===== config.mk =====
export PLATFORM = sky130hd
export DESIGN_NAME = sdram_whitebox_flat
export DESIGN_NICKNAME = d
export VERILOG_FILES = /design/src/rtl/sdram_whitebox_pkg.sv /design/src/rtl/sdram_whitebox_if.sv /design/src/rtl/sdram_cmd_decode.sv /design/src/rtl/sdram_whitebox.sv /design/src/flat_wrapper.sv
export SDC_FILE = /design/constraint.sdc
export NUM_CORES = 1
export LEC_CHECK = 0
export CORE_MARGIN = 4
export CORE_UTILIZATION = 28
export CTS_BUF_LIST = sky130_fd_sc_hd__clkbuf_8
export DETAILED_ROUTE_END_ITERATION = 10
export PLACE_DENSITY = 0.6
export SLEW_MARGIN = 15
export SYNTH_ARGS = -nofsm -noshare
export SYNTH_HDL_FRONTEND = slang
export SYNTH_HIERARCHICAL = 1
export SYNTH_SLANG_ARGS = --single-unit

===== constraint.sdc =====
create_clock -name clk -period 3.4 [get_ports clk]
set_clock_uncertainty 0.2 [all_clocks]
set_input_delay 0.68 -clock clk [delete_from_list [all_inputs] [get_ports clk]]
set_output_delay 0.68 -clock clk [all_outputs]
set_load 0.05 [all_outputs]

===== src/rtl/sdram_whitebox_pkg.sv =====
// Shared types for the SDRAM controller white-box monitor:
// command and init-state encodings, error bit indices, MODE fields.
package sdram_whitebox_pkg;

    typedef enum logic [3:0] {
        CMD_NOP          = 4'd0,
        CMD_ACTIVE       = 4'd1,
        CMD_READ         = 4'd2,
        CMD_WRITE        = 4'd3,
        CMD_BURST_TERM   = 4'd4,
        CMD_PRECHARGE    = 4'd5,
        CMD_AUTO_REFRESH = 4'd6,
        CMD_LOAD_MODE    = 4'd7,
        CMD_DESELECT     = 4'd8
    } cmd_e;

    typedef enum logic [2:0] {
        PWR_WAIT = 3'd0,
        PRE_WAIT = 3'd1,
        AR_WAIT  = 3'd2,
        LMR_WAIT = 3'd3,
        DONE     = 3'd4
    } init_state_e;

    localparam int ERR_W          = 7;
    localparam int ERR_INIT_NOP   = 0;
    localparam int ERR_INIT_ORDER = 1;
    localparam int ERR_CYC_STB    = 2;
    localparam int ERR_ACK        = 3;
    localparam int ERR_RST_REACT  = 4;
    localparam int ERR_MODE       = 5;
    localparam int ERR_CAS_LAT    = 6;

    // MODE register fields on sdr_addr
    localparam int         MODE_BT_BIT  = 3;
    localparam logic [2:0] MODE_BL_FULL = 3'b111;
    localparam logic [2:0] MODE_CL2     = 3'b010;
    localparam logic [2:0] MODE_CL3     = 3'b011;

    // Full-page bursts need the sequential burst type;
    // only CAS latency 2 and 3 are supported.
    function automatic logic mode_valid(logic [6:0] m);
        logic bl_ok;
        logic cl_ok;
        bl_ok = !((m[2:0] == MODE_BL_FULL) && !m[MODE_BT_BIT]);
        cl_ok = (m[6:4] == MODE_CL2) || (m[6:4] == MODE_CL3);
        return bl_ok && cl_ok;
    endfunction

endpackage


===== src/rtl/sdram_whitebox_if.sv =====
// Tap bundle: SDRAM command/address pins, read-valid and the
// Wishbone handshake. master = controller side, slave = monitor.
interface sdram_whitebox_if #(
    parameter int ADDR_W = 13
);
    logic              sdr_cs_n;
    logic              sdr_ras_n;
    logic              sdr_cas_n;
    logic              sdr_we_n;
    logic [ADDR_W-1:0] sdr_addr;
    logic              sdr_dq_vld;
    logic              wb_cyc_i;
    logic              wb_stb_i;
    logic              wb_ack_o;

    modport master (
        output sdr_cs_n, sdr_ras_n, sdr_cas_n, sdr_we_n,
        output sdr_addr, sdr_dq_vld,
        output wb_cyc_i, wb_stb_i, wb_ack_o
    );

    modport slave (
        input sdr_cs_n, sdr_ras_n, sdr_cas_n, sdr_we_n,
        input sdr_addr, sdr_dq_vld,
        input wb_cyc_i, wb_stb_i, wb_ack_o
    );
endinterface


===== src/rtl/sdram_cmd_decode.sv =====
// Combinational SDRAM pin decoder.
// Ports: cs_n/ras_n/cas_n/we_n in, cmd (cmd_e) out.
module sdram_cmd_decode
    import sdram_whitebox_pkg::*;
(
    input  logic cs_n,
    input  logic ras_n,
    input  logic cas_n,
    input  logic we_n,
    output cmd_e cmd
);

    always_comb begin
        cmd = CMD_DESELECT;
        if (!cs_n) begin
            unique case ({ras_n, cas_n, we_n})
                3'b111: cmd = CMD_NOP;
                3'b011: cmd = CMD_ACTIVE;
                3'b101: cmd = CMD_READ;
                3'b100: cmd = CMD_WRITE;
                3'b110: cmd = CMD_BURST_TERM;
                3'b010: cmd = CMD_PRECHARGE;
                3'b001: cmd = CMD_AUTO_REFRESH;
                3'b000: cmd = CMD_LOAD_MODE;
            endcase
        end
    end

endmodule


===== src/rtl/sdram_whitebox.sv =====
// Passive monitor of the Wishbone-to-SDRAM controller: decodes
// commands, tracks power-up init, raises sticky protocol flags.
// Ports: clk, rst_n (async low); bus (sdram_whitebox_if.slave);
// cmd, init_state, init_done, cas_lat, err[6:0], ref/rd/wr_cnt.
// Macro WBOX_ASSERT_EN adds SVA assertions/covers on the flags.
module sdram_whitebox
    import sdram_whitebox_pkg::*;
#(
    parameter int INIT_CYCLES = 10000,
    parameter int INIT_AR     = 2,
    parameter int ADDR_W      = 13,
    parameter int CNT_W       = 16
) (
    input  logic                 clk,
    input  logic                 rst_n,
    sdram_whitebox_if.slave      bus,
    output logic [3:0]           cmd,
    output logic [2:0]           init_state,
    output logic                 init_done,
    output logic [1:0]           cas_lat,
    output logic [ERR_W-1:0]     err,
    output logic [CNT_W-1:0]     ref_cnt,
    output logic [CNT_W-1:0]     rd_cnt,
    output logic [CNT_W-1:0]     wr_cnt
);

    localparam int PWR_W = $clog2(INIT_CYCLES + 1);
    localparam int AR_W  = $clog2(INIT_AR + 1);

    if (ADDR_W < 7) begin : g_addr_chk
        $error("sdram_whitebox: ADDR_W must be at least 7");
    end

    cmd_e              dec;
    init_state_e       state;
    init_state_e       state_nxt;
    logic [PWR_W-1:0]  pwr_cnt;
    logic [AR_W-1:0]   ar_cnt;
    logic              pwr_last;
    logic              ar_last;
    logic [2:0]        rd_pipe;
    logic              cas_tag;
    logic              first;
    logic              lmr_ok;
    logic [ERR_W-1:0]  err_set;

    sdram_cmd_decode u_dec (
        .cs_n  (bus.sdr_cs_n),
        .ras_n (bus.sdr_ras_n),
        .cas_n (bus.sdr_cas_n),
        .we_n  (bus.sdr_we_n),
        .cmd   (dec)
    );

    assign pwr_last = (pwr_cnt == PWR_W'(INIT_CYCLES - 1));
    assign ar_last  = (ar_cnt == AR_W'(INIT_AR - 1));
    assign lmr_ok   = mode_valid(bus.sdr_addr[6:0]);

    // rd_pipe[k] marks a READ sampled k+1 clocks ago
    assign cas_tag = (cas_lat == 2'd2) ? rd_pipe[1] : rd_pipe[2];

    // ---- init FSM ----
    always_ff @(posedge clk or negedge rst_n) begin
        if (!rst_n) state <= PWR_WAIT;
        else        state <= state_nxt;
    end

    always_comb begin
        state_nxt = state;
        unique case (state)
            PWR_WAIT: if (pwr_last) state_nxt = PRE_WAIT;
            PRE_WAIT: if (dec == CMD_PRECHARGE) state_nxt = AR_WAIT;
            AR_WAIT:
                if (dec == CMD_AUTO_REFRESH && ar_last)
                    state_nxt = LMR_WAIT;
            LMR_WAIT: if (dec == CMD_LOAD_MODE) state_nxt = DONE;
            default:  state_nxt = DONE;
        endcase
    end

    always_comb begin
        init_state = state;
        init_done  = (state == DONE);
    end

    always_ff @(posedge clk or negedge rst_n) begin
        if (!rst_n) begin
            pwr_cnt <= '0;
            ar_cnt  <= '0;
        end else begin
            if (state == PWR_WAIT && !pwr_last)
                pwr_cnt <= pwr_cnt + PWR_W'(1);
            if (state == AR_WAIT && dec == CMD_AUTO_REFRESH)
                ar_cnt <= ar_cnt + AR_W'(1);
        end
    end

    // ---- violation detection ----
    always_comb begin
        err_set = '0;
        err_set[ERR_INIT_NOP] = (state == PWR_WAIT)
            && (dec != CMD_NOP) && (dec != CMD_DESELECT);
        err_set[ERR_INIT_ORDER] = (state != PWR_WAIT)
            && (state != DONE)
            && (dec inside {CMD_READ, CMD_WRITE, CMD_ACTIVE});
        err_set[ERR_CYC_STB] = bus.wb_stb_i && !bus.wb_cyc_i;
        err_set[ERR_ACK] = bus.wb_ack_o
            && !(bus.wb_cyc_i && bus.wb_stb_i);
        err_set[ERR_RST_REACT] = first
            && (bus.wb_stb_i || bus.wb_ack_o);
        err_set[ERR_MODE] = (dec == CMD_LOAD_MODE) && !lmr_ok;
        err_set[ERR_CAS_LAT] = cas_tag && !bus.sdr_dq_vld;
    end

    always_ff @(posedge clk or negedge rst_n) begin
        if (!rst_n) begin
            cmd     <= CMD_NOP;
            err     <= '0;
            cas_lat <= 2'd3;
            rd_pipe <= '0;
            first   <= 1'b1;
        end else begin
            cmd     <= dec;
            err     <= err | err_set;
            rd_pipe <= {rd_pipe[1:0], dec == CMD_READ};
            first   <= 1'b0;
            if (dec == CMD_LOAD_MODE && lmr_ok)
                cas_lat <= bus.sdr_addr[5:4];
        end
    end

    // ---- saturating event counters ----
    always_ff @(posedge clk or negedge rst_n) begin
        if (!rst_n) begin
            ref_cnt <= '0;
            rd_cnt  <= '0;
            wr_cnt  <= '0;
        end else begin
            if (dec == CMD_AUTO_REFRESH && !(&ref_cnt))
                ref_cnt <= ref_cnt + CNT_W'(1);
            if (dec == CMD_READ && !(&rd_cnt))
                rd_cnt <= rd_cnt + CNT_W'(1);
            if (dec == CMD_WRITE && !(&wr_cnt))
                wr_cnt <= wr_cnt + CNT_W'(1);
        end
    end

`ifdef WBOX_ASSERT_EN
    a_init_nop: assert property (@(posedge clk) disable iff (!rst_n)
        !err_set[ERR_INIT_NOP]) else $error("INIT_NOP");
    a_init_order: assert property (@(posedge clk) disable iff (!rst_n)
        !err_set[ERR_INIT_ORDER]) else $error("INIT_ORDER");
    a_cyc_stb: assert property (@(posedge clk) disable iff (!rst_n)
        !err_set[ERR_CYC_STB]) else $error("CYC_STB");
    a_ack: assert property (@(posedge clk) disable iff (!rst_n)
        !err_set[ERR_ACK]) else $error("ACK");
    a_rst_react: assert property (@(posedge clk) disable iff (!rst_n)
        !err_set[ERR_RST_REACT]) else $error("RST_REACT");
    a_mode: assert property (@(posedge clk) disable iff (!rst_n)
        !err_set[ERR_MODE]) else $error("MODE");
    a_cas_lat: assert property (@(posedge clk) disable iff (!rst_n)
        !err_set[ERR_CAS_LAT]) else $error("CAS_LAT");

    c_init_nop: cover property (@(posedge clk) disable iff (!rst_n)
        err_set[ERR_INIT_NOP]);
    c_init_order: cover property (@(posedge clk) disable iff (!rst_n)
        err_set[ERR_INIT_ORDER]);
    c_cyc_stb: cover property (@(posedge clk) disable iff (!rst_n)
        err_set[ERR_CYC_STB]);
    c_ack: cover property (@(posedge clk) disable iff (!rst_n)
        err_set[ERR_ACK]);
    c_rst_react: cover property (@(posedge clk) disable iff (!rst_n)
        err_set[ERR_RST_REACT]);
    c_mode: cover property (@(posedge clk) disable iff (!rst_n)
        err_set[ERR_MODE]);
    c_cas_lat: cover property (@(posedge clk) disable iff (!rst_n)
        err_set[ERR_CAS_LAT]);
`else
    // flags only
`endif

endmodule


===== src/flat_wrapper.sv =====
// flat-port wrapper written by rule: the top's interface ports become plain ports
module sdram_whitebox_flat import sdram_whitebox_pkg::*;
#(
    parameter int INIT_CYCLES = 10000,
    parameter int INIT_AR     = 2,
    parameter int ADDR_W      = 13,
    parameter int CNT_W       = 16
)
  (clk, rst_n, cmd, init_state, init_done, cas_lat, err, ref_cnt, rd_cnt, wr_cnt, bus_sdr_cs_n, bus_sdr_ras_n, bus_sdr_cas_n, bus_sdr_we_n, bus_sdr_addr, bus_sdr_dq_vld, bus_wb_cyc_i, bus_wb_stb_i, bus_wb_ack_o);
  sdram_whitebox_if #(.ADDR_W(ADDR_W)) bus_i ();
  input  logic clk;
  input  logic rst_n;
  output logic [3:0] cmd;
  output logic [2:0] init_state;
  output logic init_done;
  output logic [1:0] cas_lat;
  output logic [ERR_W-1:0] err;
  output logic [CNT_W-1:0] ref_cnt;
  output logic [CNT_W-1:0] rd_cnt;
  output logic [CNT_W-1:0] wr_cnt;
  input wire logic [$bits(bus_i.sdr_cs_n)-1:0] bus_sdr_cs_n;
  input wire logic [$bits(bus_i.sdr_ras_n)-1:0] bus_sdr_ras_n;
  input wire logic [$bits(bus_i.sdr_cas_n)-1:0] bus_sdr_cas_n;
  input wire logic [$bits(bus_i.sdr_we_n)-1:0] bus_sdr_we_n;
  input wire logic [$bits(bus_i.sdr_addr)-1:0] bus_sdr_addr;
  input wire logic [$bits(bus_i.sdr_dq_vld)-1:0] bus_sdr_dq_vld;
  input wire logic [$bits(bus_i.wb_cyc_i)-1:0] bus_wb_cyc_i;
  input wire logic [$bits(bus_i.wb_stb_i)-1:0] bus_wb_stb_i;
  input wire logic [$bits(bus_i.wb_ack_o)-1:0] bus_wb_ack_o;
  assign bus_i.sdr_cs_n = bus_sdr_cs_n;
  assign bus_i.sdr_ras_n = bus_sdr_ras_n;
  assign bus_i.sdr_cas_n = bus_sdr_cas_n;
  assign bus_i.sdr_we_n = bus_sdr_we_n;
  assign bus_i.sdr_addr = bus_sdr_addr;
  assign bus_i.sdr_dq_vld = bus_sdr_dq_vld;
  assign bus_i.wb_cyc_i = bus_wb_cyc_i;
  assign bus_i.wb_stb_i = bus_wb_stb_i;
  assign bus_i.wb_ack_o = bus_wb_ack_o;
  sdram_whitebox #(.INIT_CYCLES(INIT_CYCLES), .INIT_AR(INIT_AR), .ADDR_W(ADDR_W), .CNT_W(CNT_W)) u_core (.clk(clk), .rst_n(rst_n), .bus(bus_i), .cmd(cmd), .init_state(init_state), .init_done(init_done), .cas_lat(cas_lat), .err(err), .ref_cnt(ref_cnt), .rd_cnt(rd_cnt), .wr_cnt(wr_cnt));
endmodule

=== Word level (Yosys, flattened, before mapping) ===
Memory sizes are Yosys's and may differ from the RTL's.
Cells that the tools add are included.

* Input bits: 23
* Logic and storage cells: 86
* Memories kept: 1
* Output and inout port bits: 65
* Memory bits (read-only): 24
* Bits in registers: 84

* Reduce and logical (&&, ||, !) cells: 39
* Multiplexer cells: 7
* Bitwise logic cells: 1
* $add $sub $neg: 5
* Eq/ne operators: 22

{| class="wikitable"
|+ Memories
! memory !! depth !! bits a word !! read ports !! clocked after memory_dff !! write ports !! RTL line !! RTL
|-
| (name not given) || 8 || 3 || 1 || 0 || 0 || sdram_cmd_decode.sv:16 || <nowiki>unique case ({ras_n, cas_n, we_n})</nowiki>
|}

{| class="wikitable"
|+ Operators with widths
! cell !! number
|-
| $add 16x1->16 const B || 3
|-
| $reduce_and 16->1 || 3
|-
| $logic_and 1x1->1 || 19
|-
| $add 14x1->14 const B || 1
|-
| $eq 14x14->1 const B || 1
|-
| $eq 3x2->1 const B || 4
|-
| $eq 4x3->1 const B || 3
|-
| $mux 3 || 4
|-
| $pmux 3 s4 || 1
|-
| $logic_not 1->1 || 10
|-
| $eq 4x2->1 const B || 2
|-
| $ne 2x1->1 const B || 4
|-
| $or 7x7->7 || 1
|-
| $eq 3x3->1 const B || 2
|-
| $reduce_bool 3->1 || 2
|-
| $eq 4x1->1 const B || 1
|-
| $mux 4 || 1
|-
| $ne 4x4->1 const B || 1
|-
| $reduce_and 4->1 || 1
|-
| $reduce_bool 4->1 || 1
|-
| $eq 3x1->1 const B || 1
|-
| $logic_not 3->1 || 1
|-
| $ne 3x3->1 const B || 1
|-
| $add 2x1->2 const B || 1
|-
| 4 further kinds || 5
|}

=== Depth between registers and ports, before layout ===
* Depth in word-level cells: 7
* Mapped depth: 7

=== By module ===
Netlist, hierarchy kept.

{| class="wikitable"
|+ Modules (own cells, without submodules)
! module !! area each (um^2) !! instances !! cells each !! sequential area each (um^2)
|-
| sdram_whitebox || 3846.2 || 1 || 339 || 2105.8
|-
| sdram_cmd_decode || 38.8 || 1 || 6 || 0.0
|}

=== Worst setup path after synthesis ===
OpenSTA, ideal clock, no wires.

* Path type: register to output
* From: register u_core.state[1] (netlist: u_core/init_state[1])
* To: output port init_done
* Required time: 2520 ps
* Cell stages (with the launch flop): 3
* Slack: 574 ps
* Arrival time: 1946 ps
* Cell sequence: dfrtp_1 > buf_2 > nor3b_1

* Cells in the longest elaborated chain, start to end: 1

{| class="wikitable"
|+ RTL lines
! item !! RTL line !! RTL
|-
| start, declared || sdram_whitebox.sv:35 || <nowiki>init_state_e state;</nowiki>
|-
| start signal, assigned || sdram_whitebox.sv:65 || <nowiki>else state <= state_nxt;</nowiki>
|-
| $eq 3x3->1 || sdram_whitebox.sv:83 || <nowiki>init_done = (state == DONE);</nowiki>
|-
| end, declared || flat_wrapper.sv:15 || <nowiki>output logic init_done;</nowiki>
|}

No other way between the ends.

=== Final worst setup path ===
Same ends and word-level chain as after synthesis.

==> run summary <==
CP Max Fanout = 9
achievable frequency = 354.9 MHz
CP peak stage delay = 0.83 ns
placed cell area = 4917 sq um
syn_nets = 373
drt drc = 0
Congestion Overflow GR = 0
antenna fix cells = 0
largest net degree at the start of global routing = 85
fin. max-slew vios = 0
CTS resizes = 0
Worst Path Arrival = 1.94 ns
Worst Hold Class = flop to flop
Syn Std Cell Area = 3885 sq um
drt first pass iters = 4
first-pass GRT wire length = 14300 um
DR WL/cell = 13.98 um
Post-synth ARST share = 1.000
CTS tree = done
I/O Pins = 88
Hold Path Cell Cnt = 0
largest area contributor in the netlist = dfrtp_1
top post-synthesis cells by area = dfrtp_1, xor2_1, xnor2_1
count leader, synth = dfrtp_1
dominant synthesized flop cell = dfrtp_1
Layout Nets = 463
syn_area_per_cell = 11.26 sq um
Via density = 4.698
Pwr Density = 525.6 nW/um^2
Core Box Area = 13400 sq um
initial drt markers = 98
Synth Warn # = 6
Max IR drop VDD = 0.3022 mV
die width = 125.8 um
Reg2Reg Depth = 3
Final period util = 0.8287
worst path cell trace = nor3b_1 > clkdlybuf4s50_1
RSZ-0062 raised after global routing = no
DRT Wirelength = 8611 um
GPL Wtd Cong = 0.7750
layout cell share with drive strength beyond 1 = 0.09318
Synth top cells by count = dfrtp_1, xor2_1, nand2_1
Final TNS setup = 0 ns
Slew Limit Headroom = 0.2320
Gate Count Post-Synth = 345
#FFs+latches synth = 84
clock buffer depth = 2
CP startpoint = u_core/init_state[1]$_DFFE_PN0P_
non-filler cells, final = 616
number of nets with antenna violations after routing = 0
postcts setup bufs = 0
Placed Instances = 600
detailed-route via count = 2894
Tmin final = 2.818 ns
clk_lat worst skew = 0.36 ns
CP Data Required Time = 2.52 ns
Chip Height = 125.8 um
actual slew at the worst max-slew pin = 1.140 ns
Rows = 42
Synth cell types = 48
clock root buffer = clkbuf_8
# port buffers = 81
design area = 5119 sq um
initial antenna violation count = 0
Post-synth EDFFs = 0
Reg clk slew, reported paths = 0.08 ns
Hold Violations, Final = 0
GRT Resource Usage Total = 0.1104
cts bufs inserted = 9
post-synth top area share = 0.5217
worst r2r src = u_core/rd_cnt[12]$_DFFE_PN0P_
Die ar. = 15820 sq um
outcome = completed
Crit-path slowest cell = clkdlybuf4s50_1
startpoint types = flop
critical hold path startpoint = u_core/rd_pipe[0]$_DFF_PN0_
WS Path Type = flop to output port
CTS sink cnt = 84
vias in the first global route = 2911
cts hold-fix bufs = 0
maxcap violations = 0
sequential area share after synthesis = 0.5420
initial core utilization = 0.2899
Final HPWL DP = 6125 um
Worst setup EP type = output port
Final setup violation count = 0
Lkg Pwr = 2.277 nW
H-Tree Depth = 3
P&R area growth vs syn = 31.76%
-- worst max-delay path: cells and delay by family, from the launching register on --
family | cells | cell delay [ns]
buffers and inverters | 1 | 0.83
flip-flops | 1 | 0.52
AND/OR/NAND/NOR | 1 | 0.23
-- layout make-up --
| type | count | area (sq um) |
|---|---|---|
| tap | 176 | 220.2 |
| sequential | 84 | 2106 |
| fill | 1345 | 8282 |
| timing repair buffer | 87 | 857.1 |
| clock inverter | 5 | 46.29 |
| inverter | 7 | 26.28 |
| clock buffer | 11 | 151.4 |
| multi-input combinational | 246 | 1712 |
-- power breakdown --
part / leakage (nW) / switching, W / internal, W
clock network: 0.113 / 0.000349 / 0.000371
registers: 1.08 / 0.000149 / 0.00111
logic: 1.08 / 0.000440 / 0.000274
total: 2.28 / 0.000937 / 0.00175
-- metrics by stage --
stage / utilization / hold slack (ns) / total power (W) / worst slack (ns)
2_1_floorplan: - / 0.1312 / 0.001722 / 0.5742
3_3_place_gp: 0.3669 / 0.1331 / 0.001980 / 0.3640
3_5_place_dp: 0.3669 / 0.1372 / 0.001997 / 0.2885
4_1_cts: 0.3817 / 0.1562 / 0.002736 / 0.5724
5_1_grt: 0.3820 / 0.1631 / 0.002840 / 0.5221
6_report: 0.3820 / 0.1527 / 0.002690 / 0.5825
-- registers in the layout, indices dropped and copies added (netlist names) --
signal and cells:
u_core/cas_lat 2, u_core/init_state 3, u_core/cmd 4, u_core/rd_pipe 3
u_core/err 7, u_core/first 1, u_core/pwr_cnt 14, u_core/rd_cnt 16
u_core/ref_cnt 16, u_core/ar_cnt 2, u_core/wr_cnt 16
-- worst paths after layout --
| kind | endpoint | slack, ns |
|---|---|---|
| min | u_core/rd_pipe[1]$_DFF_PN0_ | 0.15 |
| max reg2reg | u_core/rd_cnt[1]$_DFFE_PN0P_ | 0.96 |
| min in group asynchronous | u_core/ref_cnt[11]$_DFFE_PN0P_ | 0.17 |
| max in group asynchronous | u_core/err[0]$_DFF_PN0_ | 2.31 |
| max | init_done | 0.58 |
| min reg2reg | u_core/rd_pipe[1]$_DFF_PN0_ | 0.15 |
-- logic make-up (layout without fill, tap and decap cells) --
group | after synthesis | in the layout | synth area share
other cells | 1 | 1 | 0.0009653
fa+ha+maj | 5 | 5 | 0.01610
flops | 84 | 84 | 0.5420
mux | 7 | 7 | 0.01997
xor+xnor | 58 | 58 | 0.1308
buf+inv | 15 | 110 | 0.01739
simple gates | 149 | 149 | 0.2222
compound gates | 26 | 26 | 0.05057
-- layout by cell type (no fill, tap or decap), types with 2 or more instances in the layout --
cell	instances
a21oi_1	5
nand2b_1	5
nand3_1	20
xor2_1	42
nor4_2	3
dfstp_2	3
nor3_1	14
nand2_1	31
nor2b_1	4
dfrtp_1	81
a211oi_1	5
mux2_2	6
nor4_1	13
clkdlybuf4s50_1	80
inv_1	10
and4_1	3
and3_1	11
ha_1	5
nor3b_1	3
nand4_1	15
nor2_1	15
o31ai_1	3
o21bai_1	2
buf_4	6
a21o_1	3
clkbuf_8	11
o21ai_0	2
xnor2_1	16
-- per-layer routing --
| layer | wire [um] | global-route usage |
|---|---|---|
| met1 | 4051 | 0.1445 |
| met3 | 351 | 0.02710 |
| met2 | 4034 | 0.1737 |
| met4 | 174 | 0.04921 |
| met5 | 0 | 0 |
Note: power is estimated with default switching activity, not from simulation.
